File: config.mk
export PLATFORM = sky130hd
export DESIGN_NAME = issue_fifo_flat
export DESIGN_NICKNAME = d
export VERILOG_FILES = /design/src/rtl/issue_fifo_pkg.sv /design/src/rtl/issue_fifo_if.sv /design/src/rtl/issue_fifo_channel.sv /design/src/rtl/issue_fifo.sv /design/src/flat_wrapper.sv
export SDC_FILE = /design/constraint.sdc
export NUM_CORES = 1
export LEC_CHECK = 0
export CAP_MARGIN = 25
export CORE_MARGIN = 2
export CORE_UTILIZATION = 40
export CTS_CLUSTER_DIAMETER = 200
export DETAILED_ROUTE_END_ITERATION = 7
export PLACE_DENSITY_LB_ADDON = 0.25
export SLEW_MARGIN = 20
export SYNTH_ARGS = -nofsm -noshare
export SYNTH_HDL_FRONTEND = slang
export SYNTH_SLANG_ARGS = --single-unit
File: constraint.sdc
create_clock -name clk -period 19.32 [get_ports clk]
set_input_delay 3.864 -clock clk [delete_from_list [all_inputs] [get_ports clk]]
set_output_delay 3.864 -clock clk [all_outputs]
set_load 0.02 [all_outputs]
File: src/rtl/issue_fifo_pkg.sv
// Shared constants and the reservation-station entry layout carried by the issue FIFOs.
package issue_fifo_pkg;

  localparam int unsigned ISSUE_CH_ALU     = 0;
  localparam int unsigned ISSUE_CH_LS      = 1;
  localparam int unsigned ISSUE_CH_BR      = 2;
  localparam int unsigned ISSUE_NUM_CH     = 3;
  localparam int unsigned ISSUE_FIFO_DEPTH = 4;
  localparam int unsigned ISSUE_AF_LEVEL   = 3;

  typedef struct packed {
    logic [7:0]  opcode;
    logic [6:0]  rob_idx;
    logic [5:0]  dst_preg;
    logic [5:0]  src1_preg;
    logic [5:0]  src2_preg;
    logic [30:0] imm;
  } RS_ENTRY_t;

  localparam int unsigned ISSUE_PAYLOAD_W = $bits(RS_ENTRY_t);

  // Occupancy counters must represent 0..DEPTH inclusive.
  function automatic int unsigned cnt_width(input int unsigned depth);
    return $clog2(depth + 1);
  endfunction

endpackage

File: src/rtl/issue_fifo_if.sv
// Producer/consumer bus of the multi-channel issue buffer; channel c occupies slice c of each field.
interface issue_fifo_if
  import issue_fifo_pkg::*;
#(
  parameter int unsigned NUM_CH        = ISSUE_NUM_CH,
  parameter int unsigned PAYLOAD_WIDTH = ISSUE_PAYLOAD_W,
  parameter int unsigned DEPTH         = ISSUE_FIFO_DEPTH
);
  localparam int unsigned CW = cnt_width(DEPTH);

  logic [NUM_CH-1:0]               in_valid;
  logic [NUM_CH-1:0]               in_ready;
  logic [NUM_CH*PAYLOAD_WIDTH-1:0] in_data;
  logic [NUM_CH-1:0]               out_valid;
  logic [NUM_CH-1:0]               out_ready;
  logic [NUM_CH*PAYLOAD_WIDTH-1:0] out_data;
  logic [NUM_CH*CW-1:0]            count;
  logic [NUM_CH-1:0]               almost_full;

  modport master (
    output in_valid, in_data, out_ready,
    input  in_ready, out_valid, out_data, count, almost_full
  );

  modport slave (
    input  in_valid, in_data, out_ready,
    output in_ready, out_valid, out_data, count, almost_full
  );

endinterface

File: src/rtl/issue_fifo_channel.sv
// Single-channel first-word-fall-through FIFO with count-based full/empty and global flush.
module issue_fifo_channel
  import issue_fifo_pkg::*;
#(
  parameter  int unsigned DEPTH         = ISSUE_FIFO_DEPTH,
  parameter  int unsigned PAYLOAD_WIDTH = ISSUE_PAYLOAD_W,
  parameter  int unsigned AF_LEVEL      = ISSUE_AF_LEVEL,
  localparam int unsigned CW            = cnt_width(DEPTH),
  localparam int unsigned PTR_W         = $clog2(DEPTH)
) (
  input  logic                     clk,
  input  logic                     rst,
  input  logic                     flush_i,
  input  logic                     in_valid_i,
  output logic                     in_ready_o,
  input  logic [PAYLOAD_WIDTH-1:0] in_data_i,
  output logic                     out_valid_o,
  input  logic                     out_ready_i,
  output logic [PAYLOAD_WIDTH-1:0] out_data_o,
  output logic [CW-1:0]            count_o,
  output logic                     almost_full_o
);

  logic [PAYLOAD_WIDTH-1:0] mem_q [DEPTH];
  logic [PTR_W-1:0]         wr_ptr_q, wr_ptr_d;
  logic [PTR_W-1:0]         rd_ptr_q, rd_ptr_d;
  logic [CW-1:0]            count_q, count_d;
  logic                     push, pop;

  // Handshake qualifiers come only from registered count and flush.
  assign in_ready_o    = (count_q != CW'(DEPTH)) && !flush_i;
  assign out_valid_o   = (count_q != '0) && !flush_i;
  assign out_data_o    = (count_q == '0) ? '0 : mem_q[rd_ptr_q];
  assign almost_full_o = (count_q >= CW'(AF_LEVEL));
  assign count_o       = count_q;

  assign push = in_valid_i && in_ready_o;
  assign pop  = out_valid_o && out_ready_i;

  always_comb begin
    wr_ptr_d = wr_ptr_q;
    rd_ptr_d = rd_ptr_q;
    count_d  = count_q;
    if (flush_i) begin
      wr_ptr_d = '0;
      rd_ptr_d = '0;
      count_d  = '0;
    end else begin
      if (push) wr_ptr_d = wr_ptr_q + PTR_W'(1);
      if (pop)  rd_ptr_d = rd_ptr_q + PTR_W'(1);
      unique case ({push, pop})
        2'b10:   count_d = count_q + CW'(1);
        2'b01:   count_d = count_q - CW'(1);
        default: count_d = count_q;
      endcase
    end
  end

  always_ff @(posedge clk) begin
    if (rst) begin
      wr_ptr_q <= '0;
      rd_ptr_q <= '0;
      count_q  <= '0;
    end else begin
      wr_ptr_q <= wr_ptr_d;
      rd_ptr_q <= rd_ptr_d;
      count_q  <= count_d;
    end
  end

  // Storage is not reset; stale words are hidden by count.
  always_ff @(posedge clk) begin
    if (push && !rst) mem_q[wr_ptr_q] <= in_data_i;
  end

endmodule

File: src/rtl/issue_fifo.sv
// Multi-channel issue buffer: one independent FIFO per issue channel, buses sliced per channel.
module issue_fifo
  import issue_fifo_pkg::*;
#(
  parameter int unsigned NUM_CH        = ISSUE_NUM_CH,
  parameter int unsigned DEPTH         = ISSUE_FIFO_DEPTH,
  parameter int unsigned PAYLOAD_WIDTH = ISSUE_PAYLOAD_W,
  parameter int unsigned AF_LEVEL      = ISSUE_AF_LEVEL
) (
  input  logic         clk,
  input  logic         rst,
  input  logic         flush,
  issue_fifo_if.slave  bus
);

  localparam int unsigned CW = cnt_width(DEPTH);

  logic                     ch_in_ready    [NUM_CH];
  logic                     ch_out_valid   [NUM_CH];
  logic [PAYLOAD_WIDTH-1:0] ch_out_data    [NUM_CH];
  logic [CW-1:0]            ch_count       [NUM_CH];
  logic                     ch_almost_full [NUM_CH];

  for (genvar c = 0; c < NUM_CH; c++) begin : g_ch
    issue_fifo_channel #(
      .DEPTH         (DEPTH),
      .PAYLOAD_WIDTH (PAYLOAD_WIDTH),
      .AF_LEVEL      (AF_LEVEL)
    ) u_channel (
      .clk           (clk),
      .rst           (rst),
      .flush_i       (flush),
      .in_valid_i    (bus.in_valid[c]),
      .in_ready_o    (ch_in_ready[c]),
      .in_data_i     (bus.in_data[c*PAYLOAD_WIDTH +: PAYLOAD_WIDTH]),
      .out_valid_o   (ch_out_valid[c]),
      .out_ready_i   (bus.out_ready[c]),
      .out_data_o    (ch_out_data[c]),
      .count_o       (ch_count[c]),
      .almost_full_o (ch_almost_full[c])
    );
  end

  // Pack per-channel results back onto the shared bus.
  always_comb begin
    bus.in_ready    = '0;
    bus.out_valid   = '0;
    bus.out_data    = '0;
    bus.count       = '0;
    bus.almost_full = '0;
    for (int c = 0; c < NUM_CH; c++) begin
      bus.in_ready[c]                              = ch_in_ready[c];
      bus.out_valid[c]                             = ch_out_valid[c];
      bus.out_data[c*PAYLOAD_WIDTH +: PAYLOAD_WIDTH] = ch_out_data[c];
      bus.count[c*CW +: CW]                        = ch_count[c];
      bus.almost_full[c]                           = ch_almost_full[c];
    end
  end

endmodule

File: src/flat_wrapper.sv
// flat-port wrapper written by rule: the top's interface ports become plain ports
module issue_fifo_flat import issue_fifo_pkg::*;
#(
  parameter int unsigned NUM_CH        = ISSUE_NUM_CH,
  parameter int unsigned DEPTH         = ISSUE_FIFO_DEPTH,
  parameter int unsigned PAYLOAD_WIDTH = ISSUE_PAYLOAD_W,
  parameter int unsigned AF_LEVEL      = ISSUE_AF_LEVEL
)
  (clk, rst, flush, bus_in_valid, bus_in_data, bus_out_ready, bus_in_ready, bus_out_valid, bus_out_data, bus_count, bus_almost_full);
  issue_fifo_if #(.NUM_CH(NUM_CH), .PAYLOAD_WIDTH(PAYLOAD_WIDTH), .DEPTH(DEPTH)) bus_i ();
  input  logic clk;
  input  logic rst;
  input  logic flush;
  input wire logic [$bits(bus_i.in_valid)-1:0] bus_in_valid;
  input wire logic [$bits(bus_i.in_data)-1:0] bus_in_data;
  input wire logic [$bits(bus_i.out_ready)-1:0] bus_out_ready;
  output wire logic [$bits(bus_i.in_ready)-1:0] bus_in_ready;
  output wire logic [$bits(bus_i.out_valid)-1:0] bus_out_valid;
  output wire logic [$bits(bus_i.out_data)-1:0] bus_out_data;
  output wire logic [$bits(bus_i.count)-1:0] bus_count;
  output wire logic [$bits(bus_i.almost_full)-1:0] bus_almost_full;
  assign bus_i.in_valid = bus_in_valid;
  assign bus_i.in_data = bus_in_data;
  assign bus_i.out_ready = bus_out_ready;
  assign bus_in_ready = bus_i.in_ready;
  assign bus_out_valid = bus_i.out_valid;
  assign bus_out_data = bus_i.out_data;
  assign bus_count = bus_i.count;
  assign bus_almost_full = bus_i.almost_full;
  issue_fifo #(.NUM_CH(NUM_CH), .DEPTH(DEPTH), .PAYLOAD_WIDTH(PAYLOAD_WIDTH), .AF_LEVEL(AF_LEVEL)) u_core (.clk(clk), .rst(rst), .flush(flush), .bus(bus_i));
endmodule
# Word level (Yosys, flattened, before mapping)
# Memory sizes are Yosys's and may differ from the RTL's. A register that Yosys moved wholly into a read port is not among the register bits.
# Index checks and enable logic that the tools add are counted.
# word_totals
output_inout_bits	210
regBits	21
ram_bits	768
word_cells	81
in_bits	201
n_memories	3
# op_classes
add_sub_neg	12
muxes	18
reduce_logical	27
order_cmp	3
eq_ne	9
# memory_table
name	words	word_bits	rd	rd_ports_with_merged_regs	wr	line_no	rtl
u_core.g_ch[0].u_channel.mem_q	4	64	1	1	1	issue_fifo_channel.sv:24	logic [PAYLOAD_WIDTH-1:0] mem_q [DEPTH];
u_core.g_ch[1].u_channel.mem_q	4	64	1	1	1	issue_fifo_channel.sv:24	
u_core.g_ch[2].u_channel.mem_q	4	64	1	1	1	issue_fifo_channel.sv:24	
# ops
operator	n
$mux 64	3
$pmux 3 s2	3
$logic_and 1x1->1	15
$add 2x1->2 const B	6
$mux 2	6
$add 3x1->3 const B	3
$ge 3x2->1 const B	3
$logic_not 3->1	3
$ne 3x3->1 const B	3
$reduce_bool 3->1	3
$sub 3x1->3 const B	3
$eq 2x1->1 const B	3
$eq 2x2->1 const B	3
$mux 1	6
$reduce_bool 2->1	3
$logic_not 1->1	2
$reduce_or 2->1	1

# Depth between registers and ports, before layout
# logic_depth
word_depth	6
mapped_depth	8
ltp_nobuf	8

# Hierarchy
# A second synthesis with hierarchy kept.
# hier_totals
cells_unflattened	1386
area_unflattened_um2	30528.0
# modules_own_cells
mod	cells_each	area_per_inst_um2	n_inst
issue_fifo_channel	462	10176.0	3

# Worst setup path after synthesis
# No wires, ideal clock.
# synth_timing
path_kind	input to register
start	input port flush
end	memory u_core.g_ch[2].u_channel.mem_q[1][0] (netlist bit), enable pin
setup_slack_ns	9.643
setup_ns	0.578
n_path_buf	1
arrival_time_ns	9.099
cell_stages	3
required_ns	18.742
path_cell_list	clkbuf_1 nand3b_2 nor3b_1
# synth_via
elab_chain_cells	6
# synth_rtl
item	line_no	rtl
start: declaration	flat_wrapper.sv:13	input logic flush;
$logic_not 1->1	issue_fifo_channel.sv:31	assign in_ready_o = (count_q != CW'(DEPTH)) && !flush_i;
$logic_and 1x1->1	issue_fifo_channel.sv:31	
$logic_and 1x1->1	issue_fifo_channel.sv:37	assign push = in_valid_i && in_ready_o;
$logic_and 1x1->1	issue_fifo_channel.sv:73	if (push && !rst) mem_q[wr_ptr_q] <= in_data_i;
$mux 1	issue_fifo_channel.sv:73	
$mux 1 (implied by the code)	issue_fifo_channel.sv:73	
end: declaration	issue_fifo_channel.sv:24	
# Every way passes these cells.

# Worst setup path in the final report
# layout_timing
start	input port flush
end	output port bus_in_ready[2]
# layout_via
elab_chain_cells	2
# layout_rtl
item	line_no	rtl
$logic_not 1->1	issue_fifo_channel.sv:31	
$logic_and 1x1->1	issue_fifo_channel.sv:31	
end: declaration	flat_wrapper.sv:17	output wire logic [$bits(bus_i.in_ready)-1:0] bus_in_ready;
# Every way passes these cells.

==> results.toml <==
[global_route]
grtUsageTotal = 0.164
grt_max_degree = 65
grt_first_pass_wirelength_mm = 97.1
grt_overflow = 0
antenna_found_initial = 12
grt_pass1_vias = 15800

[finish]
layout-drive-gt1-share = 0.193
area_growth_pct = 26.2
final_cells = 2899
fin_nets = 2066
fin_area_um2 = 38600
final_core_util = 0.509

[placed_design]
place_ws_ns = 10.12
place_area_um2 = 35800
place_congestion = 0.719
dpl.hpwl_mm = 38.2
port_buffers = 410
dp.cells = 2736

[clock_tree]
cts_root_buf = "clkbuf_16"
clockBufferDepth = 3
cts_setup_buffers = 0
insertion_delay_ns = 0.62
numCtsBuffers = 84
ctsHtreeMaxLevel = 3
clkSlewWorstSetupHoldPaths_ns = 0.06
clkSinkCount = 795
holdBufCountCts = 0
cts_tree = "yes"
cts_resized = 0

[floorplan]
io_pins = 411
core_um2 = 75800
start_util = 0.404
rows = 101
die_x_um = 281
die_area_um2 = 78700
dieHeight_um = 281

[yosys]
synth_top_area_share = 0.753
seq_area_frac_synth = 0.771
synth_top_family_by_area = "multiplexers"
synth_cells = 1395
synthFlopType = "edfxtp_1"
synthTopCellsByCount = "edfxtp_1, mux4_2, nor2b_1, dfxtp_1"
synth.area.top_cells = "edfxtp_1, mux4_2, nor2b_1"
syn_nets = 1614
synthAdderAreaFrac = 0.00809
synth-edff-count = 768
netlist_area_um2 = 30600
syn_avg_cell_area_um2 = 21.9
synth_cell_types = 31
synthSimpleGateAreaFrac = 0.0522
synth.most_common_cell = "edfxtp_1"
synth-compound-area-share = 0.00433
synth_xor_xnor_area_share = 0.00258
synthMuxAreaShare = 0.143
ys_async_sr_fraction = 0
ys_ff_latch = 795
synth-warning-count = 0
synth_top_area_cell = "edfxtp_1"

[pwr]
cellPowerDensity_nw_per_um2 = 95.0
clkPwrFrac = 0.435
combPwrFrac = 0.044
leakagePower_uw = 0.0119
p_int_uw = 2930
swShare = 0.201
ir_drop_mv = 0.0681
switchingPower_uw = 736
seqPwrFrac = 0.521

[timing]
setup_viol = 0
clock_skew_ns = 0.0180
maxSlewViolCount = 0
slew_headroom = 0.281
fin_ws_ns = 10.15
worst_slew_pin_slew_ns = 1.08
timing.setup.tns_ns = 0
hold_violations = 0
fmax_mhz = 109
min_period_ns = 9.17
rsz0062_at_grt = "false"
timing.final.crit_share = 0.475

[detailed_routing]
wl_mm = 65.0
ant_nets = 0
dr.pass1.iters = 4
drc = 0
viasPerCell = 5.08
wl_per_cell_um = 22.4
drtIter0Drc = 847
route.vias.total = 14700

[min_path]
min_path_type = "reg -> reg"

[worst_setup_path]
r2r_slack_ns = 16.58
cp-end-kind = "output port"
path_max_fanout = 14
worst_ep_required_time_ns = 15.46
crit_chain = "clkdlybuf4s50_1, buf_4, nor2b_1, clkdlybuf4s50_1"
crit_type = "in -> out"
crit_arrival_ns = 5.30
cpMaxStageDelayCell = "clkdlybuf4s50_1"
startpoint_type = "primary input"
max_stage_delay_ns = 0.67
crit_top_cell = "clkdlybuf4s50_1"

[run_status]
status = "complete, no violations"

[job]
cap_viol_max_count = 0
-- layout by cell type, fill, tap and decap left out, drive strengths merged, types with 7 or more instances in the layout --
| master | instances |
|---|---|
| mux4 | 192 |
| edfxtp | 768 |
| clkinv | 34 |
| nand2 | 14 |
| clkbuf | 102 |
| diode | 7 |
| nor3b | 8 |
| bufinv | 9 |
| ha | 15 |
| nor2b | 183 |
| inv | 19 |
| a21oi | 10 |
| xor2 | 9 |
| and2b | 13 |
| buf | 33 |
| clkdlybuf4s50 | 410 |
| nor2 | 22 |
| dfxtp | 27 |
-- per-layer routing --
metal	routed length, um	part of all wire	vias to the layer above	GRT usage
li1	-	-	6531	-
met1	26400	0.41	7702	0.210
met2	32300	0.50	401	0.267
met3	5030	0.077	87	0.0546
met4	1190	0.018	14	0.0511
met5	92	0.0014	-	0
-- registers in the layout (all words and copies together) (netlist names), named ones only --
| register | count |
|---|---|
| u_core.g_ch.u_channel.mem_q | 768 |
| u_core.g_ch.u_channel.count_o | 9 |
| u_core.g_ch.u_channel.rd_ptr_q | 6 |
| u_core.g_ch.u_channel.wr_ptr_q | 6 |
-- logic make-up (layout without fill, tap and decap cells) --
logic type / count (synthesis) / count (layout)
muxes: 197 / 197
buffers and inverters: 92 / 611
DFF: 795 / 795
adders and majority gates: 18 / 18
AOI/OAI and AO/OA: 23 / 23
xor gates and xnor gates: 9 / 9
other: 0 / 7
and+or+nand+nor: 261 / 261
-- power groups by stage --
stage | combinational (uW) | clock [uW] | sequential [uW]
finish | 161 | 1590 | 1910
global route | 173 | 1710 | 1910
CTS | 164 | 1640 | 1910
detailed placement | 163 | 0 | 1950
global placement | 158 | 0 | 1950
floorplan | 64.6 | 0 | 1950
-- worst paths after layout --
check | start | endpoint | depth (start not counted)
min reg2reg | u_core.g_ch[0].u_channel.rd_ptr_q[1]$_SDFFE_PP0P_ | flop | 2
max | flush | bus_in_ready[2] | 4
min | u_core.g_ch[0].u_channel.rd_ptr_q[1]$_SDFFE_PP0P_ | flop | 2
max reg2reg | u_core.g_ch[1].u_channel.count_o[0]$_SDFFE_PP0P_ | u_core.g_ch[1].u_channel.mem_q[1][28]$_DFFE_PP_ | 5
-- critical path, delay by kind of cell --
family | cells | cell delay [ns]
buffers and inverters | 3 | 1.29
AND/OR/NAND/NOR | 1 | 0.13
-- area by class of cell --
cell class / instances / area (um2)
fill: 6032 / 37200
sequential: 795 / 23600
multi-input combinational: 508 / 6490
timing repair buffer: 443 / 4450
clock buffer: 102 / 2210
tap: 978 / 1220
clock inverter: 51 / 544
inverter: 15 / 56.3
antenna: 7 / 17.5
-- metrics by stage --
step / hold WS [ns] / total power, uW
4_1_cts: 0.487 / 3720
6_report: 0.482 / 3670
2_1_floorplan: 0.459 / 2010
3_5_place_dp: 0.478 / 2110
3_3_place_gp: 0.461 / 2110
5_1_grt: 0.518 / 3790
Note: power is estimated with default switching activity, not from simulation.
==> patch 1: new RTL, config.mk and constraints unchanged <==
Reset style: asynchronous (`rst`), changed in one clocked block.
--- a/src/rtl/issue_fifo_channel.sv
+++ b/src/rtl/issue_fifo_channel.sv
@@ -56,7 +56,7 @@
     end
   end
 
-  always_ff @(posedge clk) begin
+  always_ff @(posedge clk or posedge rst) begin
     if (rst) begin
       wr_ptr_q <= '0;
       rd_ptr_q <= '0;
Behaviour: differs if rst is asserted again (counterexample within 4 cycles, from zero or initial values and one cycle with rst high); with rst held inactive, the same outputs for 4 cycles.
==> patch 1 against the original RTL <==
Largest cell class unchanged. Cell area decreased by 0.30%. Register-to-register slack got worse by 0.46 ns. Sequential cell count decreased by 6. Worst setup slack improved by 0.064 ns. Synthesized area decreased by 0.36%. Wire length decreased by 0.71%. Maximum frequency increased by 0.70%. Die area decreased by 0.36%. Utilization decreased by 0.067 points. Clock skew increased by 0.0021 ns.
Power is not compared: it rests on default switching activity, and its combinational part moved more than twofold at a synthesized area within 25%.
==> patch 1: results (changes against the original RTL) <==
- Status: completed (unchanged)
- Critical Path AT: 5.24 ns (was 5.30 ns)
- Pre-CTS setup slack: 10.22 ns (was 10.12 ns)
- Vias in the first global route: 15.55k (was 15.83k)
- Placed instance area: 35,670 um2 (was 35,760 um2)
- Drt first pass iters: 5 (was 4)
- Largest net degree at the start of global routing: 68 (was 65)
- FF+latch area: 23,600 um2 (was 23,620 um2)
- Setup slack, reg-to-reg: 16.12 ns (was 16.58 ns)
- Antenna violations before repair: 5 (was 12)
- Final #Nets: 2,041 (was 2,066)
- Asr flop ratio synth: 2.662% (was 0%)
- Synth cell types: 44 (was 31)
- Max Fanout on Critical Path: 28 (was 14)
- # fillers: 6,058 (was 6,032)
- Slew Limit Headroom: 28.24% (was 28.15%)
- Flops & latches, synth: 789 (was 795)
- Comb_multi_in: 503 (was 508)
- Met3 GRT Util: 4.105% (was 5.463%)
- First-pass GRT wire length: 96,500 um (was 97,070 um)
- Wire per inst: 22.52 um (was 22.43 um)
- Top cells by count, synth: edfxtp_1, mux4_2, nor2b_1 (unchanged)
- Drt first-iter violations: 974 (was 847)
- Top cells by area, synth: edfxtp_1, mux4_2, nor2b_1 (unchanged)
- HP Start: u_core.g_ch[2].u_channel.rd_ptr_q[1]$_DFFE_PP0P_ (was u_core.g_ch[0].u_channel.rd_ptr_q[1]$_SDFFE_PP0P_)
- Share of layout cells above drive strength 1: 20.31% (was 19.28%)
- Final Skew: 0.02017 ns (was 0.01805 ns)
- Diode count: 3 (was 7)
- Post-DP HPWL: 37,680 um (was 38,210 um)
- YS warnings: 0 (unchanged)
- Num CTS Buffers: 83 (was 84)
- Total nets after synthesis: 1,597 (was 1,614)
- Placer Congestion: 0.7196 (was 0.7190)
- Largest stage delay, worst path: 0.57 ns (was 0.67 ns)
- R2R Path End: u_core.g_ch[2].u_channel.count_o[2]$_DFFE_PP0P_ (was u_core.g_ch[1].u_channel.mem_q[1][28]$_DFFE_PP_)
- Utilization after layout: 50.86% (was 50.93%)
- Placed Instances: 2,713 (was 2,736)
- Clock buffers: 96 (was 102)
- Non-clock buffers, area share: 11.42% (was 11.53%)
- Vias: 14.68k (was 14.74k)
- ClkCell Share: 7.042% (was 7.138%)
- M2 GR Usage: 27.60% (was 26.71%)
- Met1 Track Usage GR: 21.10% (was 20.96%)
- Non-clk bufs: 439 (was 443)
- Post-synthesis sequential area ratio: 77.34% (was 77.11%)
- Gr usage total: 16.37% (was 16.44%)
- Multi-input gate area: 6526 um2 (was 6494 um2)
- Inverters: 9 (was 15)
- Worst Hold Slack: 0.5585 ns (was 0.4821 ns)
## patch 1: changes by cell type in the layout (fill, tap and decap cells not counted), sizes merged, moves of 7 or more
cell,unedited run,this run
and3,1,12
inv,19,11
nor2b,183,136
dfrtp,0,21
and2,4,66
dfxtp,27,0
and2b,13,0
nand2,14,4
a21oi,10,3
nor2,22,14
## patch 1: where the power goes
| part | switching [W] | leakage, nW | internal [W] |
|---|---|---|---|
| logic | 0.000901 | 3.60 | 0.000861 |
| registers | 0.0000903 | 7.21 | 0.00195 |
| clock network | 0.000641 | 1.31 | 0.000927 |
## patch 1: cells by family after synthesis
kind of cell / after synthesis / share of synthesized area (%)
multiplexers: 201 / 14.52
XOR/XNOR: 7 / 0.2503
AND/OR/NAND/NOR: 262 / 5.334
AO/OA/AOI/OAI: 18 / 0.5169
buffers and inverters: 89 / 1.342
adder cells (fa/ha/maj): 15 / 0.6893
flip-flops: 789 / 77.34
## patch 1: critical path: cells and delay by family
family	cells	cell delay (ns)
simple gates	1	0.09
buf+inv	3	1.24
## patch 1: per-layer routing
| metal | vias to the layer above | wire, um |
|---|---|---|
| met3 | 76 | 4206 |
| met4 | 8 | 1086 |
| met1 | 7735 | 26240 |
| li1 | 6479 | - |
| met2 | 383 | 32970 |
| met5 | - | 49 |
## patch 1: how the worst max path moves through the flow
stage	start	endpoint	slack, ns	depth (start not counted)
after global routing	flush	bus_out_valid[0]	10.13	4
after global placement	flush	bus_out_valid[0]	10.23	4
after detailed placement	flush	bus_out_valid[0]	10.22	4
final	flush	bus_out_valid[0]	10.22	4
after floorplan	flush	bus_in_ready[2]	10.58	5
after CTS	flush	bus_out_valid[0]	10.21	4
==> patch 2: new RTL, same flow settings <==
Without the edit above. `ISSUE_FIFO_DEPTH`: 4 -> 2.
--- a/src/rtl/issue_fifo_pkg.sv
+++ b/src/rtl/issue_fifo_pkg.sv
@@ -5,7 +5,7 @@
   localparam int unsigned ISSUE_CH_LS      = 1;
   localparam int unsigned ISSUE_CH_BR      = 2;
   localparam int unsigned ISSUE_NUM_CH     = 3;
-  localparam int unsigned ISSUE_FIFO_DEPTH = 4;
+  localparam int unsigned ISSUE_FIFO_DEPTH = 2;
   localparam int unsigned ISSUE_AF_LEVEL   = 3;
 
   typedef struct packed {
Ports: changed (resized bus_count); port bits go from 411 to 408. The function was not compared with the original's and may differ.
==> patch 2 against the original RTL <==
Cell area is 46% lower. Total power fell by 51%. Non-clock buffer count is 22 lower. Wire length shrank 48%. Synthesized area shrank 50%. Sequential cell count down 396. Critical path type unchanged. Worst setup slack worse by 0.21 ns. Combinational power is 19% lower.
==> patch 2: results (changes against the original RTL) <==
- Antenna violations before repair: 1 (was 12)
- Worst-margin pin slew: 1.038 ns (was 1.078 ns)
- Share of layout cells above drive strength 1: 5.908% (was 19.28%)
- Met1 Track Usage GR: 20.41% (was 20.96%)
- Vias in the first global route: 9,002 (was 15.83k)
- Post-Synth XOR/XNOR Area: 0.5178% (was 0.2575%)
- M2 GR Usage: 27.16% (was 26.71%)
- Met3 GRT Util: 6.515% (was 5.463%)
- Num CTS Buffers: 41 (was 84)
- IO buf count: 407 (was 410)
- First-pass GRT wire length: 50,530 um (was 97,070 um)
- Placer Congestion: 0.7506 (was 0.7190)
- Post-DP HPWL: 21,800 um (was 38,210 um)
- Top cells by count, synth: edfxtp_1, nor2_1, mux2i_1 (was edfxtp_1, mux4_2, nor2b_1)
- Largest net degree at the start of global routing: 66 (was 65)
- Status: completed (unchanged)
- Final #Nets: 1,530 (was 2,066)
- # fillers: 2,987 (was 6,032)
- Critical Path AT: 5.52 ns (was 5.30 ns)
- Synth-to-Final Area Change: 38.20% (was 26.17%)
- P_int: 0.001438 W (was 0.002932 W)
- Max reg flops: 384 (was 768)
- Mux share of post-synthesis cell area: 12.63% (was 14.29%)
- Total nets after synthesis: 1,120 (was 1,614)
- Top cells by area, synth: edfxtp_1, mux2i_1, nor2_1 (was edfxtp_1, mux4_2, nor2b_1)
patch 2: final timing paths:
path	endpoint	slack [ns]	cells after the start
max	bus_out_valid[0]	9.94	3
min	u_core.g_ch[1].u_channel.rd_ptr_q$_SDFFE_PP0P_	0.51	2
max reg2reg	u_core.g_ch[2].u_channel.count_o[1]$_SDFFE_PP0P_	16.97	7
min reg2reg	u_core.g_ch[1].u_channel.rd_ptr_q$_SDFFE_PP0P_	0.51	2
patch 2: cell type report:
class,count,share of cell area (%)
clock buffer,55,5.317
clock inverter,16,0.3450
inverter,6,0.1071
multi-input combinational,457,14.84
sequential,399,56.30
tap,511,3.039
timing repair buffer,421,20.06
patch 2: metal layers:
| layer | vias up | share of wire, % | wire length (um) |
|---|---|---|---|
| met2 | 293 | 48 | 16390 |
| li1 | 4182 | - | - |
| met3 | 46 | 10 | 3423 |
| met5 | - | 0.029 | 10 |
| met1 | 4248 | 40 | 13570 |
| met4 | 2 | 2.1 | 729 |
